File: config.mk
export PLATFORM = sky130hd
export DESIGN_NAME = writeback_flat
export DESIGN_NICKNAME = d
export VERILOG_FILES = /design/src/rtl/writeback_if.sv /design/src/rtl/writeback.sv /design/src/flat_wrapper.sv
export SDC_FILE = /design/constraint.sdc
export NUM_CORES = 2
export LEC_CHECK = 0
export CORE_UTILIZATION = 50
export CTS_BUF_LIST = sky130_fd_sc_hd__clkbuf_8
export CTS_CLUSTER_DIAMETER = 120
export DETAILED_ROUTE_END_ITERATION = 16
export PLACE_DENSITY = 0.76
export SYNTH_ARGS = -nofsm -noshare
export SYNTH_HDL_FRONTEND = slang
export SYNTH_SLANG_ARGS = --single-unit
File: constraint.sdc
create_clock -name clk -period 3.5 [get_ports clk]
set_input_delay 0.7 -clock clk [delete_from_list [all_inputs] [get_ports clk]]
set_output_delay 0.7 -clock clk [all_outputs]
set_load 0.01 [all_outputs]
File: src/rtl/writeback_if.sv
// Memory-to-writeback stage bus: instruction, load data, ALU result, PC
// and the valid/ready handshake between the two stages.
interface writeback_if #(
    parameter int XLEN = 32
);
    logic [31:0]     IR;     // instruction from memory stage
    logic [XLEN-1:0] RD;     // raw load data, low bytes valid
    logic [XLEN-1:0] A;      // ALU result / effective address
    logic [XLEN-1:0] PC;     // instruction PC
    logic            v_in;   // memory stage has a valid instruction
    logic            r_out;  // writeback can take it

    // Memory stage side: drives the payload and valid, observes ready.
    modport master (
        output IR, RD, A, PC, v_in,
        input  r_out
    );

    // Writeback side: consumes the payload and valid, drives ready.
    modport slave (
        input  IR, RD, A, PC, v_in,
        output r_out
    );
endinterface

File: src/rtl/writeback.sv
// Writeback stage: final pipeline stage after memory.
// Extends load data, selects the write-back value, owns the integer
// register file (two combinational read ports, one write port) and
// publishes the in-flight write for forwarding.
// Optional feature macro: WB_RETIRE_CNT_EN builds a 64-bit retired
// instruction counter; without it, retired is tied to zero.
module writeback #(
    parameter int              XLEN     = 32,
    parameter int              NREGS    = 32,
    parameter logic [XLEN-1:0] RESET_PC = '0
) (
    input  logic                     clk,
    input  logic                     rst_n,
    writeback_if.slave               bus,
    input  logic                     stall,
    input  logic [$clog2(NREGS)-1:0] rs1_addr,
    input  logic [$clog2(NREGS)-1:0] rs2_addr,
    output logic [XLEN-1:0]          rs1_data,
    output logic [XLEN-1:0]          rs2_data,
    output logic [$clog2(NREGS)-1:0] fwd_rd,
    output logic [XLEN-1:0]          fwd_data,
    output logic [63:0]              retired
);
    localparam int AW = $clog2(NREGS);

    localparam logic [6:0] OP_LOAD   = 7'b0000011;
    localparam logic [6:0] OP_JAL    = 7'b1101111;
    localparam logic [6:0] OP_JALR   = 7'b1100111;
    localparam logic [6:0] OP_LUI    = 7'b0110111;
    localparam logic [6:0] OP_AUIPC  = 7'b0010111;
    localparam logic [6:0] OP_OP     = 7'b0110011;
    localparam logic [6:0] OP_OPIMM  = 7'b0010011;

    // Stage registers
    logic            r_q;
    logic            valid_q;
    logic            we_q;
    logic [AW-1:0]   rd_q;
    logic [XLEN-1:0] wdata_q;
    logic [XLEN-1:0] pc_q;

    // Register file; x0 is never stored, reads of it are forced to zero.
    logic [XLEN-1:0] regs [1:NREGS-1];

    logic            accept;
    logic            commit;
    logic            we_d;
    logic [XLEN-1:0] wdata_d;

    assign bus.r_out = r_q;
    assign accept    = bus.v_in & r_q;
    // A write is pending only when it targets a real register.
    assign commit    = valid_q & we_q & (rd_q != '0);

    // Decode the opcode into a write enable and the extended write value.
    always_comb begin
        // NOTE: defaults first so every path assigns both outputs; a
        // missing branch would otherwise infer a latch.
        we_d    = 1'b0;
        wdata_d = '0;
        case (bus.IR[6:0])
            OP_LOAD: begin
                case (bus.IR[14:12])
                    3'd0: begin
                        we_d    = 1'b1;
                        wdata_d = {{(XLEN-8){bus.RD[7]}}, bus.RD[7:0]};
                    end
                    3'd1: begin
                        we_d    = 1'b1;
                        wdata_d = {{(XLEN-16){bus.RD[15]}}, bus.RD[15:0]};
                    end
                    3'd2: begin
                        we_d    = 1'b1;
                        wdata_d = bus.RD;
                    end
                    3'd4: begin
                        we_d    = 1'b1;
                        wdata_d = {{(XLEN-8){1'b0}}, bus.RD[7:0]};
                    end
                    3'd5: begin
                        we_d    = 1'b1;
                        wdata_d = {{(XLEN-16){1'b0}}, bus.RD[15:0]};
                    end
                    default: ;  // reserved widths: no write
                endcase
            end
            OP_JAL, OP_JALR: begin
                // Link address wraps naturally at the top of the address space.
                we_d    = 1'b1;
                wdata_d = bus.PC + XLEN'(4);
            end
            OP_LUI, OP_AUIPC, OP_OP, OP_OPIMM: begin
                we_d    = 1'b1;
                wdata_d = bus.A;
            end
            default: ;  // stores, branches, system and unknown: no write
        endcase
    end

    // Handshake and stage capture; ready simply follows the inverse of stall.
    always_ff @(posedge clk or negedge rst_n) begin
        if (!rst_n) begin
            r_q     <= 1'b1;
            valid_q <= 1'b0;
            we_q    <= 1'b0;
            rd_q    <= '0;
            wdata_q <= '0;
            pc_q    <= RESET_PC;
        end else begin
            // NOTE: non-blocking assignments so every register samples the
            // pre-edge values, independent of statement order.
            r_q <= ~stall;
            if (accept) begin
                valid_q <= 1'b1;
                we_q    <= we_d;
                rd_q    <= bus.IR[7 +: AW];
                wdata_q <= wdata_d;
                pc_q    <= bus.PC;
            end else begin
                valid_q <= 1'b0;
            end
        end
    end

    // Register file write, one edge after capture; reset clears x1..x31.
    always_ff @(posedge clk or negedge rst_n) begin
        if (!rst_n) begin
            // NOTE: this array is reset on purpose, so it maps to flops rather
            // than a RAM macro; an unreset array would read X after reset.
            for (int i = 1; i < NREGS; i++) begin
                regs[i] <= '0;
            end
        end else if (commit) begin
            regs[rd_q] <= wdata_q;
        end
    end

    // Forwarding view of the pending write; zero rd means nothing pending.
    assign fwd_rd   = commit ? rd_q : '0;
    assign fwd_data = wdata_q;

    function automatic logic [XLEN-1:0] read_port(input logic [AW-1:0] addr);
        if (addr == '0) begin
            return '0;
        end else if (commit && (addr == rd_q)) begin
            return wdata_q;
        end else begin
            return regs[addr];
        end
    endfunction

    // Combinational read ports with same-cycle bypass of the pending write.
    always_comb begin
        rs1_data = read_port(rs1_addr);
        rs2_data = read_port(rs2_addr);
    end

`ifdef WB_RETIRE_CNT_EN
    logic [63:0] retired_q;

    // Count every instruction leaving the stage, including non-writing ones.
    always_ff @(posedge clk or negedge rst_n) begin
        if (!rst_n) begin
            retired_q <= '0;
        end else if (valid_q) begin
            retired_q <= retired_q + 64'd1;
        end
    end

    assign retired = retired_q;
`else
    assign retired = 64'd0;
`endif

    // Captured PC and upper instruction bits are kept for observability only.
    logic unused_ok;
    assign unused_ok = ^{pc_q, bus.IR[31:15]};
endmodule

File: src/flat_wrapper.sv
// flat-port wrapper written by rule: the top's interface ports become plain ports
module writeback_flat 
#(
    parameter int              XLEN     = 32,
    parameter int              NREGS    = 32,
    parameter logic [XLEN-1:0] RESET_PC = '0
)
  (clk, rst_n, stall, rs1_addr, rs2_addr, rs1_data, rs2_data, fwd_rd, fwd_data, retired, bus_IR, bus_RD, bus_A, bus_PC, bus_v_in, bus_r_out);
  writeback_if #(.XLEN(XLEN)) bus_i ();
  input  logic clk;
  input  logic rst_n;
  input  logic stall;
  input  logic [$clog2(NREGS)-1:0] rs1_addr;
  input  logic [$clog2(NREGS)-1:0] rs2_addr;
  output logic [XLEN-1:0] rs1_data;
  output logic [XLEN-1:0] rs2_data;
  output logic [$clog2(NREGS)-1:0] fwd_rd;
  output logic [XLEN-1:0] fwd_data;
  output logic [63:0] retired;
  input wire logic [$bits(bus_i.IR)-1:0] bus_IR;
  input wire logic [$bits(bus_i.RD)-1:0] bus_RD;
  input wire logic [$bits(bus_i.A)-1:0] bus_A;
  input wire logic [$bits(bus_i.PC)-1:0] bus_PC;
  input wire logic [$bits(bus_i.v_in)-1:0] bus_v_in;
  output wire logic [$bits(bus_i.r_out)-1:0] bus_r_out;
  assign bus_i.IR = bus_IR;
  assign bus_i.RD = bus_RD;
  assign bus_i.A = bus_A;
  assign bus_i.PC = bus_PC;
  assign bus_i.v_in = bus_v_in;
  assign bus_r_out = bus_i.r_out;
  writeback #(.XLEN(XLEN), .NREGS(NREGS), .RESET_PC(RESET_PC)) u_core (.clk(clk), .rst_n(rst_n), .bus(bus_i), .stall(stall), .rs1_addr(rs1_addr), .rs2_addr(rs2_addr), .rs1_data(rs1_data), .rs2_data(rs2_data), .fwd_rd(fwd_rd), .fwd_data(fwd_data), .retired(retired));
endmodule
== After elaboration in Yosys (flattened, before gate mapping) ==
Cells that the tools add are included.
Operators by class
  add/sub/neg operators: 1
  $lt $le $gt $ge: 4
  eq/ne operators: 13
  multiplexer cells: 19
  bitwise operators: 7
  reduce and logical (&&, ||, !) cells: 11
Operators with widths (number)
  $bwmux 992: 1
  $bmux 32 s5: 2
  $mux 32: 9
  $demux 32 s5: 1
  $pmux 32 s5: 1
  $pmux 32 s3: 1
  $add 32x3->32 const B: 1
  $ge 6x6->1 const B: 3
  $not 5->6: 3
  $eq 7x5->1 const B: 2
  $eq 7x6->1 const B: 2
  $eq 7x7->1 const B: 2
  $eq 5x5->1: 2
  $logic_not 5->1: 2
  $eq 7x2->1 const B: 1
  $eq 3x3->1 const B: 2
  $lt 6x1->1 const B: 1
  $reduce_or 6->1: 1
  $mux 5: 1
  $reduce_bool 5->1: 1
  $reduce_or 5->1: 1
  $reduce_or 4->1: 1
  $and 1x1->1: 3
  $eq 3x1->1 const B: 1
  other kinds (7): 10
Storage, ports and cells
  register bits after elaboration: 1032
  output and inout port bits: 166
  logic and storage cells: 91

== Logic depth before layout (Yosys ltp) ==
  depth in word-level cells: 6
  depth in mapped cells: 9
  depth with buffers taken out: 6

== Worst setup path after synthesis ==
No wires, ideal clock.
  kind: input-to-output
  start: input rs1_addr[1]
  end: output rs1_data[10]
  arrival: 2.259 ns
  required time: 2.800 ns
  path slack: 0.541 ns
  cell stages on the path: 9
  path buffers: 5
  cell sequence: buf_2 -> buf_6 -> buf_4 -> buf_4 -> buf_2 -> mux2i_1 -> o22ai_1 -> nor4_1 -> a21oi_1
Between the ends
  cells in the longest elaborated chain, start to end: 6
  elaborated cells on any way between the ends: 9
  those cells by class: 1 x eq/ne; 5 x mux; 1 x bitwise; 2 x reduce/logical
Ends and longest elaborated chain
  start, declared: RTL line flat_wrapper.sv:13  | input logic [$clog2(NREGS)-1:0] rs1_addr;
  $not 5->6 (not written as such): RTL line writeback.sv:148  | return regs[addr];
  $bmux 32 s5: RTL line writeback.sv:148
  $mux 32 (not written as such) (2 in series): RTL line writeback.sv:148
  $mux 32: RTL line writeback.sv:145  | end else if (commit && (addr == rd_q)) begin
  $mux 32 (*): RTL line writeback.sv:143  | if (addr == '0) begin
  end, declared: RTL line flat_wrapper.sv:15  | output logic [XLEN-1:0] rs1_data;
Every way passes the cells marked *; elsewhere a longest branch is shown, timed or not. The select of a mux whose other input is x is not followed.

== Worst setup path in the final report ==
  start: register u_core.rd_q[4]
  end: output rs2_data[5]
Between the ends
  cells in the longest elaborated chain, start to end: 5
  elaborated cells on any way between the ends: 6
  those cells by class: 1 x eq/ne; 2 x mux; 1 x bitwise; 2 x reduce/logical
Ends and longest elaborated chain
  start, declared: RTL line writeback.sv:38  | logic [AW-1:0] rd_q;
  start signal, assigned: RTL line writeback.sv:116  | rd_q <= bus.IR[7 +: AW];
  $reduce_bool 5->1: RTL line writeback.sv:53  | assign commit = valid_q & we_q & (rd_q != '0);
  $and 1x1->1: RTL line writeback.sv:53
  $logic_and 1x1->1 (*): RTL line writeback.sv:145
  $mux 32 (*): RTL line writeback.sv:145
  $mux 32 (*): RTL line writeback.sv:143
  end, declared: RTL line flat_wrapper.sv:16  | output logic [XLEN-1:0] rs2_data;
Every way passes the cells marked *; elsewhere a longest branch is shown, timed or not.

==> metrics.yaml <==
finalSetupTns_ns: -11.85
clock-sinks: 1032
num_vias: 43100
core_area_um2: 112000
gr-total-overflow: 0
grt_use_total: 0.343
crit_fanout: 6
start_kind: "flip-flop"
grt_pass1_vias: 43900
power.density_nw_per_um2: 370
syn2layout_area_growth_pct: 21.4
yosysWarnings: 0
cts-root-buf: "clkbuf_8"
start_util: 0.504
required_ns: 2.80
most-common-layout-cells: "mux2_2 (1050), dfrtp_1 (1024), mux2i_1 (358), buf_4 (305), mux4_2 (287)"
violations: "design-rule violations, negative setup slack"
endpoint_kind: "output pin"
rsz0062_at_grt: "yes"
synth-async-reset-ratio: 1.00
skew_ns: 0.0491
hold_ws_ns: 0.345
synth_sequential_area_ratio: 0.455
drc: 4
wl_mm: 200
clkTransAtPathRegs_ns: 0.07
drive_gt1_frac: 0.487
fmax_mhz: 259
status: "finished with violations"
finalCritPeriodShare: 1.10
dr.pass1.iters: 12
antenna_found_initial: 5
grt_pass1_wl_mm: 291
hold_violations: 0
place_congestion: 0.930
yosys_most_used_dff: "dfrtp_1"
synth_edf_count: 0
clock_path_buffers: 3
ios: 308
layout_commonest_cell: "mux2_2"
row_count: 123
tightest_slew_ns: 1.16
synthCells: 4257
hold_class: "input pin to flip-flop"
fin_nets: 4821
maxCapViolations: 0
dp_hpwl_mm: 128
die_area_um2: 115000
r2r_slack_ns: 0.47
final_cells: 6312
ys_ff_latch: 1032
min_period_ns: 3.86
cts_tree: "built"
die_h_um: 339
finalMaxSlewViolations: 0
leakage_nw: 32.3
setup_viol: 63
io_buffers: 226
clk_latency_ns: 0.89
post-route-util: 0.612
vdd_drop_max_uv: 354
synth_cell_type_count: 60
layout_setup_ws_ns: -0.362
syn_area_per_cell_um2: 13.3
h-tree-depth: 4
vias_per_cell: 6.83
pre_cts_ws_ns: -0.822
cts-buffers-inserted: 169
die_w_um: 339
final_antenna_net_count: 0
first_iter_violations: 5554
worstPathArrival_ns: 3.16
route.detailed.wl_per_inst_um: 31.8
slew_headroom: 0.225
crit_type: "flip-flop to output pin"
dp.cells: 5968
synth_area_um2: 56700
grt_start_max_net_pins: 100
[worst max-delay path, cell delays in order, from the launching register on]
cell	delay [ns]
dfrtp_2	0.46
xor2_1	0.17
nor4_2	0.26
buf_4	0.16
nand3_4	0.21
buf_12	0.24
buf_8	0.13
buf_6	0.11
nor3b_4	0.15
a31oi_2	0.24
buf_2	0.18
[metrics by stage]
step                      instance area (µm²)  total power (W)
after global placement                  63500           0.0146
after CTS                               68400           0.0254
after floorplan                         56900           0.0133
final                                   68800           0.0254
after global routing                    68800           0.0261
after detailed placement                63500           0.0147
[cells in the mapped netlist, types with 7 or more instances]
cell       number  area [µm²]
mux2_2       1050       11800
dfrtp_1      1031       25800
mux2i_1       358        3580
mux4_2        287        6460
clkbuf_1      233         875
nor2_1        159         597
o22ai_1       157         982
buf_2         148         741
buf_4         119         893
a221oi_1       98         858
nand2_1        73         274
nor4_1         63         394
o21ai_0        53         265
a21oi_1        48         240
a22o_1         36         315
nor3b_1        34         255
a22oi_1        33         248
a31oi_1        32         200
o211ai_1       32         240
xor2_1         27         236
o2bb2ai_1      18         158
nand3_1        17        85.1
and3_1         14        87.6
nand4_1        14        87.6
mux2_1         11         124
nor3_1         11        55.1
o31ai_1        11        82.6
xnor2_1         9        78.8
inv_1           7        26.3
nand2b_1        7        43.8
[sequential cells by signal, summed over array words and instances, names as in the netlist]
name	cells
u_core.we_q	1
u_core.regs	992
u_core.rd_q	5
u_core.valid_q	1
u_core.bus.r_out	1
u_core.fwd_data	32
[final cells by class]
type                       instances  area [µm²]
inverter                           7        26.3
tap                             1500        1880
clock inverter                    88         522
sequential                      1032       25800
antenna                            4        10.0
clock buffer                     213        2930
timing repair buffer             694        7560
multi-input combinational       2774       30100
fill                            8357       43700
[metal layers]
layer | up-vias | track usage | part of all wire
li1 | 17100 | - | -
met1 | 22200 | 0.433 | 0.37
met2 | 3002 | 0.526 | 0.45
met3 | 831 | 0.0953 | 0.11
met4 | 6 | 0.211 | 0.068
met5 | - | 0 | 0.00018
[final timing paths]
kind | start | cells after the start | endpoint
worst min-delay path | stall | 2 | u_core.bus.r_out
min in group asynchronous | rst_n | 2 | u_core.regs[866]
worst max register to register | u_core.rd_q[4] | 7 | u_core.regs[785]
worst max-delay path | u_core.rd_q[4] | 10 | rs2_data[5]
worst min register to register | u_core.regs[902] | 1 | u_core.regs[902]
max in group asynchronous | rst_n | 4 | u_core.fwd_data[22]
[logic make-up (layout without fill, tap and decap cells)]
logic type	Yosys count	in the layout	share of synthesized area
simple gates	431	431	0.0394
buf+inv	514	1002	0.0454
compound gates	536	536	0.0660
other cells	1	68	0.0000661
flops	1032	1032	0.455
mux	1706	1706	0.388
xor+xnor	36	36	0.00556
fa+ha+maj	1	1	0.000221
[where the power goes]
group | switching (W) | internal (W)
Clock | 0.00508 | 0.00577
Combinational | 0.00150 | 0.00103
Sequential | 0.0000883 | 0.0120
[timing repair]
| action | 4_1_cts | 5_1_grt |
|---|---|---|
| pin swaps | 51 | 27 |
| endpoints found under the setup margin | 65 | 64 |
| cloned | 5 | 1 |
| endpoints found under the hold margin | 40 | 0 |
| hold buffers | 1 | 0 |
| resized for setup | 544 | 65 |
| setup buffers | 28 | 26 |
Note: power is estimated with default switching activity, not from simulation.
